**src/rtl/cordic_pkg.sv**
```systemverilog
// Shared definitions for the folded CORDIC rotation engine.
//   - FSM state encoding used by cordic_rotation_sequencer
//   - n64q60 angle constants (pi, pi/2 and their negatives); these are the
//     n54q50 constants zero-extended by 10 fractional bits
//   - 31-entry atan(2^-i) table and cumulative CORDIC gain table, both n64q60
//     with n54q50 precision (low 10 bits zero)
package cordic_pkg;

  typedef enum logic [2:0] {
    ST_IDLE = 3'd0,
    ST_PRE  = 3'd1,
    ST_ITER = 3'd2,
    ST_POST = 3'd3,
    ST_OUT  = 3'd4
  } state_t;

  localparam int TABLE_DEPTH = 31;
  localparam int TABLE_Q     = 60;

  localparam logic [63:0] PI_Q60          = 64'h3243_F6A8_885A_3000;
  localparam logic [63:0] HALF_PI_Q60     = 64'h1921_FB54_442D_1800;
  localparam logic [63:0] NEG_PI_Q60      = 64'hCDBC_0957_77A5_D000;
  localparam logic [63:0] NEG_HALF_PI_Q60 = 64'hE6DE_04AB_BBD2_E800;

  // Round a real to n54q50 and widen it to n64q60 by appending 10 zero bits.
  function automatic logic [63:0] q50_to_q60(input real value);
    logic [63:0] q50_bits;
    q50_bits = 64'(longint'(value * 1125899906842624.0));
    return q50_bits << 10;
  endfunction

  // atan(2^-i); from i=17 on, atan(2^-i) rounds to 2^-i at q50 precision.
  localparam logic [63:0] ATAN_TABLE [TABLE_DEPTH] = '{
    q50_to_q60(0.78539816339744830962), q50_to_q60(0.46364760900080611621),
    q50_to_q60(0.24497866312686415417), q50_to_q60(0.12435499454676143503),
    q50_to_q60(0.06241880999595734847), q50_to_q60(0.03123983343026827625),
    q50_to_q60(0.01562372862047683080), q50_to_q60(0.00781234106010111129),
    q50_to_q60(0.00390623013196697182), q50_to_q60(0.00195312251647881868),
    q50_to_q60(0.00097656218955931943), q50_to_q60(0.00048828121119489827),
    q50_to_q60(0.00024414062014936177), q50_to_q60(0.00012207031189367021),
    q50_to_q60(0.00006103515617420877), q50_to_q60(0.00003051757811552610),
    q50_to_q60(0.00001525878906131576), q50_to_q60(1.0 / 131072.0),
    q50_to_q60(1.0 / 262144.0),         q50_to_q60(1.0 / 524288.0),
    q50_to_q60(1.0 / 1048576.0),        q50_to_q60(1.0 / 2097152.0),
    q50_to_q60(1.0 / 4194304.0),        q50_to_q60(1.0 / 8388608.0),
    q50_to_q60(1.0 / 16777216.0),       q50_to_q60(1.0 / 33554432.0),
    q50_to_q60(1.0 / 67108864.0),       q50_to_q60(1.0 / 134217728.0),
    q50_to_q60(1.0 / 268435456.0),      q50_to_q60(1.0 / 536870912.0),
    q50_to_q60(1.0 / 1073741824.0)
  };

  // gain[k] = prod_{j=0..k} 1/sqrt(1 + 2^-2j): start value for k+1 iterations.
  localparam logic [63:0] GAIN_TABLE [TABLE_DEPTH] = '{
    q50_to_q60(0.70710678118654752), q50_to_q60(0.63245553203367587),
    q50_to_q60(0.61357199107789634), q50_to_q60(0.60883391251775243),
    q50_to_q60(0.60764825625616820), q50_to_q60(0.60735177014129595),
    q50_to_q60(0.60727764409352600), q50_to_q60(0.60725911229889273),
    q50_to_q60(0.60725447933256233), q50_to_q60(0.60725332108987518),
    q50_to_q60(0.60725303152913433), q50_to_q60(0.60725295913894484),
    q50_to_q60(0.60725294104139716), q50_to_q60(0.60725293651701024),
    q50_to_q60(0.60725293538591351), q50_to_q60(0.60725293510313934),
    q50_to_q60(0.60725293503244580), q50_to_q60(0.60725293501477242),
    q50_to_q60(0.60725293501035407), q50_to_q60(0.60725293500924948),
    q50_to_q60(0.60725293500897333), q50_to_q60(0.60725293500890429),
    q50_to_q60(0.60725293500888703), q50_to_q60(0.60725293500888126),
    q50_to_q60(0.60725293500888126), q50_to_q60(0.60725293500888126),
    q50_to_q60(0.60725293500888126), q50_to_q60(0.60725293500888126),
    q50_to_q60(0.60725293500888126), q50_to_q60(0.60725293500888126),
    q50_to_q60(0.60725293500888126)
  };

endpackage

```
**src/rtl/cordic_rotation_stage.sv**
```systemverilog
// One combinational CORDIC rotation-mode micro-rotation.
// Ports:
//   x, y, z   current vector and residual angle (signed fixed point)
//   shift     iteration index i, used as the arithmetic shift distance
//   atan      atan(2^-i) in the same fixed-point format as z
//   x_next, y_next, z_next   rotated vector and updated residual angle
// Shifts sign-extend and truncate; adds wrap at N_BITS_P with no saturation.
module cordic_rotation_stage #(
  parameter int N_BITS_P  = 64,
  parameter int SHIFT_W_P = 5
) (
  input  logic signed [N_BITS_P-1:0]  x,
  input  logic signed [N_BITS_P-1:0]  y,
  input  logic signed [N_BITS_P-1:0]  z,
  input  logic        [SHIFT_W_P-1:0] shift,
  input  logic signed [N_BITS_P-1:0]  atan,
  output logic signed [N_BITS_P-1:0]  x_next,
  output logic signed [N_BITS_P-1:0]  y_next,
  output logic signed [N_BITS_P-1:0]  z_next
);

  logic signed [N_BITS_P-1:0] x_sh_s;
  logic signed [N_BITS_P-1:0] y_sh_s;

  // Rotate towards z = 0: d = +1 when z >= 0, otherwise d = -1.
  always_comb begin
    x_sh_s = x >>> shift;
    y_sh_s = y >>> shift;
    if (z[N_BITS_P-1] == 1'b0) begin
      x_next = x - y_sh_s;
      y_next = y + x_sh_s;
      z_next = z - atan;
    end else begin
      x_next = x + y_sh_s;
      y_next = y - x_sh_s;
      z_next = z + atan;
    end
  end

endmodule

```
**src/rtl/cordic_rotation_sequencer.sv**
```systemverilog
// Folded CORDIC engine, rotation mode: cos/sin of an angle in radians.
// One shared rotation stage is stepped NR_OF_STAGES_P times, framed by a
// clamp + quadrant-fold cycle (PRE) and a sign-restore cycle (POST).
// Ports:
//   clk, rst        clock, synchronous active-high reset
//   ing_valid/ready angle input handshake; ready only while idle
//   ing_theta       angle, signed fixed point (default n64q60)
//   egr_valid/ready result handshake; result held until accepted
//   egr_cosine      cos(theta), egr_sine sin(theta)
//   egr_range_err   theta was outside [-pi, pi] and clamped
// The package tables are n64q60; they are rescaled to Q_BITS_P by an
// arithmetic right shift, so Q_BITS_P must not exceed 60.
module cordic_rotation_sequencer
  import cordic_pkg::*;
#(
  parameter int N_BITS_P       = 64,
  parameter int Q_BITS_P       = 60,
  parameter int NR_OF_STAGES_P = 16
) (
  input  logic                clk,
  input  logic                rst,
  input  logic                ing_valid,
  output logic                ing_ready,
  input  logic [N_BITS_P-1:0] ing_theta,
  output logic                egr_valid,
  input  logic                egr_ready,
  output logic [N_BITS_P-1:0] egr_cosine,
  output logic [N_BITS_P-1:0] egr_sine,
  output logic                egr_range_err
);

  localparam int          TABLE_SHIFT = TABLE_Q - Q_BITS_P;
  localparam logic [4:0]  LAST_ITER   = 5'(NR_OF_STAGES_P - 1);

  // Bring an n64q60 table constant into the engine's number format.
  function automatic logic signed [N_BITS_P-1:0] rescale(input logic [63:0] value);
    logic signed [63:0] v_s;
    v_s = value;
    return N_BITS_P'(v_s >>> TABLE_SHIFT);
  endfunction

  localparam logic signed [N_BITS_P-1:0] PI_C          = rescale(PI_Q60);
  localparam logic signed [N_BITS_P-1:0] HALF_PI_C     = rescale(HALF_PI_Q60);
  localparam logic signed [N_BITS_P-1:0] NEG_PI_C      = rescale(NEG_PI_Q60);
  localparam logic signed [N_BITS_P-1:0] NEG_HALF_PI_C = rescale(NEG_HALF_PI_Q60);
  localparam logic signed [N_BITS_P-1:0] GAIN_C        = rescale(GAIN_TABLE[NR_OF_STAGES_P-1]);

  state_t state_r;
  state_t state_next_s;

  logic                       ing_ready_r;
  logic                       ing_ready_next_s;
  logic                       egr_valid_r;
  logic                       egr_valid_next_s;

  logic signed [N_BITS_P-1:0] theta_r;
  logic signed [N_BITS_P-1:0] x_r;
  logic signed [N_BITS_P-1:0] y_r;
  logic signed [N_BITS_P-1:0] z_r;
  logic [4:0]                 iter_r;
  logic                       flip_r;
  logic                       range_r;
  logic signed [N_BITS_P-1:0] cosine_r;
  logic signed [N_BITS_P-1:0] sine_r;
  logic                       range_err_r;

  logic signed [N_BITS_P-1:0] clamped_s;
  logic                       out_of_range_s;
  logic signed [N_BITS_P-1:0] z_fold_s;
  logic                       flip_s;
  logic signed [N_BITS_P-1:0] atan_s;
  logic signed [N_BITS_P-1:0] x_next_s;
  logic signed [N_BITS_P-1:0] y_next_s;
  logic signed [N_BITS_P-1:0] z_next_s;

  // FSM state register.
  always_ff @(posedge clk) begin
    if (rst) begin
      state_r <= ST_IDLE;
    end else begin
      state_r <= state_next_s;
    end
  end

  // FSM next-state logic. Acceptance is gated by the registered ready so an
  // angle is never taken in the cycle where ready still shows its reset 0.
  always_comb begin
    state_next_s = state_r;
    case (state_r)
      ST_IDLE: begin
        if (ing_valid && ing_ready_r) begin
          state_next_s = ST_PRE;
        end else begin
          state_next_s = ST_IDLE;
        end
      end
      ST_PRE:  state_next_s = ST_ITER;
      ST_ITER: begin
        if (iter_r == LAST_ITER) begin
          state_next_s = ST_POST;
        end else begin
          state_next_s = ST_ITER;
        end
      end
      ST_POST: state_next_s = ST_OUT;
      ST_OUT: begin
        if (egr_ready) begin
          state_next_s = ST_IDLE;
        end else begin
          state_next_s = ST_OUT;
        end
      end
      default: state_next_s = ST_IDLE;
    endcase
  end

  // FSM outputs, computed one cycle ahead so the handshake flags are flops.
  always_comb begin
    ing_ready_next_s = (state_next_s == ST_IDLE);
    egr_valid_next_s = (state_next_s == ST_OUT);
  end

  // Handshake flag registers.
  always_ff @(posedge clk) begin
    if (rst) begin
      ing_ready_r <= 1'b0;
      egr_valid_r <= 1'b0;
    end else begin
      ing_ready_r <= ing_ready_next_s;
      egr_valid_r <= egr_valid_next_s;
    end
  end

  // Clamp to [-pi, pi], then fold the outer quadrants onto [-pi/2, pi/2];
  // the folded result is the negated rotation, restored in POST.
  always_comb begin
    if (theta_r > PI_C) begin
      clamped_s      = PI_C;
      out_of_range_s = 1'b1;
    end else if (theta_r < NEG_PI_C) begin
      clamped_s      = NEG_PI_C;
      out_of_range_s = 1'b1;
    end else begin
      clamped_s      = theta_r;
      out_of_range_s = 1'b0;
    end
    if (clamped_s > HALF_PI_C) begin
      z_fold_s = clamped_s - PI_C;
      flip_s   = 1'b1;
    end else if (clamped_s < NEG_HALF_PI_C) begin
      z_fold_s = clamped_s + PI_C;
      flip_s   = 1'b1;
    end else begin
      z_fold_s = clamped_s;
      flip_s   = 1'b0;
    end
  end

  // Table lookup for the current iteration.
  always_comb begin
    atan_s = rescale(ATAN_TABLE[iter_r]);
  end

  cordic_rotation_stage #(
    .N_BITS_P  (N_BITS_P),
    .SHIFT_W_P (5)
  ) u_stage (
    .x      (x_r),
    .y      (y_r),
    .z      (z_r),
    .shift  (iter_r),
    .atan   (atan_s),
    .x_next (x_next_s),
    .y_next (y_next_s),
    .z_next (z_next_s)
  );

  // Datapath: angle capture, pre-rotation load, iteration, result register.
  always_ff @(posedge clk) begin
    if (rst) begin
      theta_r     <= '0;
      x_r         <= '0;
      y_r         <= '0;
      z_r         <= '0;
      iter_r      <= 5'd0;
      flip_r      <= 1'b0;
      range_r     <= 1'b0;
      cosine_r    <= '0;
      sine_r      <= '0;
      range_err_r <= 1'b0;
    end else begin
      case (state_r)
        ST_IDLE: begin
          if (ing_valid && ing_ready_r) begin
            theta_r <= ing_theta;
          end
        end
        ST_PRE: begin
          x_r     <= GAIN_C;
          y_r     <= '0;
          z_r     <= z_fold_s;
          iter_r  <= 5'd0;
          flip_r  <= flip_s;
          range_r <= out_of_range_s;
        end
        ST_ITER: begin
          x_r    <= x_next_s;
          y_r    <= y_next_s;
          z_r    <= z_next_s;
          iter_r <= iter_r + 5'd1;
        end
        ST_POST: begin
          cosine_r    <= flip_r ? -x_r : x_r;
          sine_r      <= flip_r ? -y_r : y_r;
          range_err_r <= range_r;
        end
        default: begin
          // ST_OUT: result registers hold until the downstream handshake.
        end
      endcase
    end
  end

  assign ing_ready     = ing_ready_r;
  assign egr_valid     = egr_valid_r;
  assign egr_cosine    = cosine_r;
  assign egr_sine      = sine_r;
  assign egr_range_err = range_err_r;

endmodule

```
**config.mk**
```make
export PLATFORM = sky130hd
export DESIGN_NAME = cordic_rotation_sequencer
export DESIGN_NICKNAME = d
export VERILOG_FILES = /design/src/rtl/cordic_pkg.sv /design/src/rtl/cordic_rotation_stage.sv /design/src/rtl/cordic_rotation_sequencer.sv
export SDC_FILE = /design/constraint.sdc
export NUM_CORES = 2
export LEC_CHECK = 0
export CAP_MARGIN = 40
export CORE_MARGIN = 3
export CORE_UTILIZATION = 58
export CTS_CLUSTER_DIAMETER = 40
export DETAILED_ROUTE_END_ITERATION = 10
export PLACE_DENSITY = 0.82
export SLEW_MARGIN = 20
export SYNTH_ARGS = -nofsm -noshare
export SYNTH_HDL_FRONTEND = slang
export SYNTH_SLANG_ARGS = --single-unit
```
**constraint.sdc**
```tcl
create_clock -name clk -period 8.7 [get_ports clk]
set_input_delay 0.87 -clock clk [delete_from_list [all_inputs] [get_ports clk]]
set_output_delay 0.87 -clock clk [all_outputs]
set_load 0.02 [all_outputs]
```
==> qor.log <==
INFO  synth          synth.distinct_cells=92
INFO  cts            cts_num_sinks=387
INFO  cells_and_area final_layout_size_suffix_gt1_frac=0.111
INFO  critical_path  timing.critical_path.to_type=flop
INFO  critical_path  critPathSlowestCell=sky130_fd_sc_hd__dfxtp_4
INFO  timing         period_share=0.916
INFO  timing         worst_slew_margin_rel=0.326
INFO  power_and_ir_drop power_per_cell_area=220nW/um2
INFO  run_status     status=finished, final reports clean
INFO  flow_run       max-cap-violations=0
INFO  floorplan      core=75,200um2
INFO  critical_path  worstPathRequired=9.17ns
INFO  grt            grtUsageTotal=0.460
INFO  synth          ys.warnings.count=0
INFO  synth          synth_top_family_by_area=compound AO/OA/AOI/OAI gates
INFO  cts            cts.reportedPaths.clkPinSlew=0.05ns
INFO  cts            cts_inserted_buffers=70
INFO  cells_and_area final_cell_count_no_fill=6,989
INFO  timing         timing_hold_violations_final=0
INFO  floorplan      chipHeight=283um
INFO  synth          synth-seq-area-share=0.174
INFO  timing         drv_slew=0
INFO  detailed_routing antenna_left=0
INFO  cts            tritoncts_clock_tree=done
INFO  timing         max_slew.worst_pin.slew=1.01ns
INFO  grt            gr-total-overflow=0
INFO  synth          syn-num-nets=6,249
INFO  power_and_ir_drop ir_drop=0.000183V
INFO  detailed_routing routed-via-count=50,132
INFO  synth          post-synth-top-area-cell=sky130_fd_sc_hd__dfxtp_1
INFO  critical_path  critical_path_buf_inv_count=1
INFO  grt            first_pass_grt_wire_length=289,000um
INFO  critical_path  timing.critical_path.cells=buf_4 > nand2_1 > o22ai_1 > o21bai_1 > mux2_2 > or4_1 > or3b_1 > or4_1 > nor3_1 > nor2_1 > xor2_1 > ha_1 > a21o_1 > a221o_1 > a21o_1 > a21oi_1 > nand2_1 > o21ai_0 > o21ai_0 > a31o_2 > a311oi_1 > xor2_1 > o21ai_0
INFO  cts            cts-root-buf=sky130_fd_sc_hd__clkbuf_16
INFO  power_and_ir_drop cellInternalPower=5.95mW
INFO  floorplan      placement_rows=100
INFO  power_and_ir_drop leakage=19.3nW
INFO  floorplan      floorplan.initialDensity=0.592
INFO  floorplan      floorplan.die.width=283um
INFO  synth          complex_gate_fraction_of_the_synthesized_area=0.281
INFO  synth          simple_gate_portion_of_the_synthesized_area=0.209
INFO  cells_and_area design.final.nets=6,187
INFO  synth          yosys-top-cells-area=sky130_fd_sc_hd__dfxtp_1 (17%), sky130_fd_sc_hd__mux4_2 (7.7%), sky130_fd_sc_hd__a21oi_1 (5.9%), sky130_fd_sc_hd__ha_1 (5.7%), sky130_fd_sc_hd__nand2_1 (5.4%)
INFO  timing         timing.final.crit_period=7.97ns
INFO  timing         setup_repair_after_global_routing_missed_its_margin=false
INFO  grt            number_of_antenna_violations_at_the_first_check_in_global_routing=8
INFO  critical_path  startpoint_type=flop
INFO  critical_path  critPathArrivalTime=8.44ns
INFO  synth          synthDominantCellAreaShare=0.174
INFO  critical_path  timing.critical_path.max_delay_family=simple AND/OR/NAND/NOR gates
INFO  placement      gpl.final_weighted_congestion=1.10
INFO  synth          post_synth_xor_area_fraction=0.0910
INFO  synth          post_synth_mux_area_share=0.131
INFO  power_and_ir_drop comb_power_share=0.548
INFO  detailed_routing vias_per_cell=7.17
INFO  synth          synth_adder_area_share=0.0581
INFO  synth          edff_count_synth=0
INFO  grt            grt_start_max_net_pins=186
INFO  detailed_routing wl_per_cell=27.8um
INFO  timing         finClkSkew=0.0253ns
INFO  detailed_routing remaining_drc_errors=0
INFO  critical_path  regToRegSetupSlack=0.73ns
INFO  detailed_routing drt_first_pass_iters=7
INFO  power_and_ir_drop power.switching_fraction=0.455
INFO  power_and_ir_drop seq_power_share=0.197
INFO  power_and_ir_drop switchingPower=4.98mW
INFO  synth          syn_area_per_cell=7.45um2
INFO  grt            grt_pass1_vias=47,157
INFO  cts            ctsHtreeMaxLevel=3
INFO  timing         setup_total_neg_slack=0ns
INFO  synth          fraction_of_registers_with_async_set_or_reset_after_synthesis=0
INFO  timing         hold_ws=0.447ns
INFO  cts            worstSkewPairLatency=0.63ns
INFO  timing         max_clock_freq=125MHz
INFO  synth          postSynthRegisterBits=387
INFO  synth          post_synth_instance_area=44,500um2
INFO  critical_path  timing.critical_path.slowest_cell_delay=0.80ns
INFO  placement      number_of_placed_cells_counting_well_taps=6,849
INFO  detailed_routing wirelength=194,000um
INFO  floorplan      pin_count=199
INFO  timing         report.final.setup_viol=0
INFO  critical_path  timing.setup.critical_path_class=flop to flop
INFO  cells_and_area num-fill-cells=6,490
INFO  synth          synthCells=5,976
INFO  critical_path  path_common_cell=sky130_fd_sc_hd__o21ai_0
INFO  placement      io_buffers=198
INFO  placement      place.detailed.hpwl=144,000um
INFO  cts            post_cts_hold_buffer_count=0
INFO  critical_path  timing.critical_path.fanout_max=55
INFO  power_and_ir_drop power.clock.fraction=0.255
INFO  cts            cts.path.max_buffers=3
INFO  hold_path      hold_class=flop to flop
INFO  detailed_routing detailedRoute.firstIterationViolations=6,871
INFO  floorplan      dieArea=80,100um2
INFO  synth          dominantRegCellSynth=sky130_fd_sc_hd__dfxtp_1
INFO  cells_and_area layout-area-overhead-vs-synth=11.9%
cells by family (layout without fill, tap and decap cells):
group	Yosys count	after routing
and+or+nand+nor	2012	2012
AOI/OAI and AO/OA	1910	1910
buffers and inverters	623	614
xor gates and xnor gates	460	460
DFF	387	387
muxes	379	379
adders and majority gates	205	205
other	0	2
flip-flops by register name, summed over array words and instances, names as in the netlist:
signal         count
egr_range_err      1
egr_sine          64
range_r            1
z_r               54
state_r            3
theta_r           64
y_r               64
flip_r             1
egr_valid          1
iter_r             5
ing_ready          1
x_r               64
egr_cosine        64
worst reg2reg max path: cells and delay by family (launching register included):
kind                     cells  cell delay (ns)
adder cells (fa/ha/maj)      1             0.36
multiplexers                 1             0.31
flip-flops                   1             0.80
buffers and inverters        1             0.61
AND/OR/NAND/NOR              7             2.72
XOR/XNOR                     2             0.37
AO/OA/AOI/OAI               11             2.64
stage by stage:
stage	total power, mW	worst slack [ns]	util	area, um2
after CTS	10.7	0.740	0.660	49600
after floorplan	6.36	0.860	-	44500
after detailed placement	7.92	0.841	0.629	47300
after global routing	11.5	0.207	0.662	49800
final	10.9	0.729	0.662	49800
after global placement	7.85	1.08	0.627	47100
power by group through the flow:
stage	registers (mW)	logic, mW	clock network [mW]
global route	2.15	6.45	2.88
detailed placement	2.16	5.76	0
finish	2.15	5.99	2.79
global placement	2.16	5.69	0
floorplan	1.97	4.39	0
CTS	2.13	5.81	2.82
routing by layer:
layer | GRT usage | vias to the layer above | part of all wire
li1 | - | 22044 | -
met1 | 0.524 | 23472 | 0.35
met2 | 0.722 | 3519 | 0.44
met3 | 0.123 | 1089 | 0.11
met4 | 0.382 | 8 | 0.10
met5 | 0.000595 | - | 0.00027
repair_timing:
action,CTS,global route
gates resized for setup,0,0
setup endpoints to repair,0,1
buffers inserted,0,1
cell usage in the layout (no fill, tap or decap), types with 19 or more instances in the layout:
cell                              instances
sky130_fd_sc_hd__a2111oi_0               23
sky130_fd_sc_hd__a211o_1                 20
sky130_fd_sc_hd__a211oi_1               174
sky130_fd_sc_hd__a21o_1                 129
sky130_fd_sc_hd__a21oi_1                529
sky130_fd_sc_hd__a221oi_1                39
sky130_fd_sc_hd__a22oi_1                 95
sky130_fd_sc_hd__a31oi_1                 89
sky130_fd_sc_hd__and2_1                  55
sky130_fd_sc_hd__and3_1                  53
sky130_fd_sc_hd__buf_4                  165
sky130_fd_sc_hd__clkbuf_16               71
sky130_fd_sc_hd__clkdlybuf4s50_1        197
sky130_fd_sc_hd__dfxtp_1                380
sky130_fd_sc_hd__ha_1                   201
sky130_fd_sc_hd__inv_1                   89
sky130_fd_sc_hd__mux2_2                 100
sky130_fd_sc_hd__mux2i_1                126
sky130_fd_sc_hd__mux4_2                 153
sky130_fd_sc_hd__nand2_1                643
sky130_fd_sc_hd__nand2b_1                49
sky130_fd_sc_hd__nand3_1                 96
sky130_fd_sc_hd__nand4_1                 42
sky130_fd_sc_hd__nor2_1                 641
sky130_fd_sc_hd__nor2b_1                 66
sky130_fd_sc_hd__nor3_1                 126
sky130_fd_sc_hd__nor4_1                  47
sky130_fd_sc_hd__o211ai_1                28
sky130_fd_sc_hd__o21a_1                  49
sky130_fd_sc_hd__o21ai_0                319
sky130_fd_sc_hd__o21bai_1                28
sky130_fd_sc_hd__o221ai_1                19
sky130_fd_sc_hd__o22ai_1                 70
sky130_fd_sc_hd__o31ai_1                 77
sky130_fd_sc_hd__o41ai_1                 19
sky130_fd_sc_hd__or2_2                   32
sky130_fd_sc_hd__or3_1                   48
sky130_fd_sc_hd__or4_1                   30
sky130_fd_sc_hd__xnor2_1                213
sky130_fd_sc_hd__xor2_1                 245
synth_stat cells (all sizes together), types with 30 or more instances:
cell / number
a21o: 129
ha: 202
a31oi: 89
or2: 32
nand2b: 49
nor3: 128
or4: 30
nor2: 644
mux2: 100
or3: 48
xnor2: 214
nand3: 96
a211oi: 175
o22ai: 70
nor2b: 67
nor4: 50
xor2: 245
dfxtp: 387
a22oi: 95
and2: 57
clkbuf: 395
and3: 53
mux4: 153
nand4: 42
o31ai: 77
a21oi: 529
o21ai: 321
o21a: 49
buf: 132
a221oi: 39
inv: 91
nand2: 645
mux2i: 126
path summary, 6_finish.rpt:
check,to,start,cells past startpoint
max,x_r[57]$_SDFFE_PP0P_,iter_r[3]$_SDFFE_PP0P_,23
min,egr_cosine[12]$_SDFFE_PP0N_,egr_cosine[12]$_SDFFE_PP0N_,2
max reg2reg,x_r[57]$_SDFFE_PP0P_,iter_r[3]$_SDFFE_PP0P_,23
min reg2reg,egr_cosine[12]$_SDFFE_PP0N_,egr_cosine[12]$_SDFFE_PP0N_,2
cell type report:
| class | count | area (um2) | area share |
|---|---|---|---|
| Clock inverter | 42 | 483 | 0.00970 |
| Multi-Input combinational cell | 4966 | 34400 | 0.690 |
| Inverter | 96 | 365 | 0.00734 |
| Antenna cell | 2 | 5.00 | 0.000101 |
| Timing Repair Buffer | 393 | 3650 | 0.0734 |
| Sequential cell | 387 | 7770 | 0.156 |
| Tap cell | 1020 | 1280 | 0.0256 |
| Clock buffer | 83 | 1870 | 0.0376 |
(Power assumes the default switching activity.)
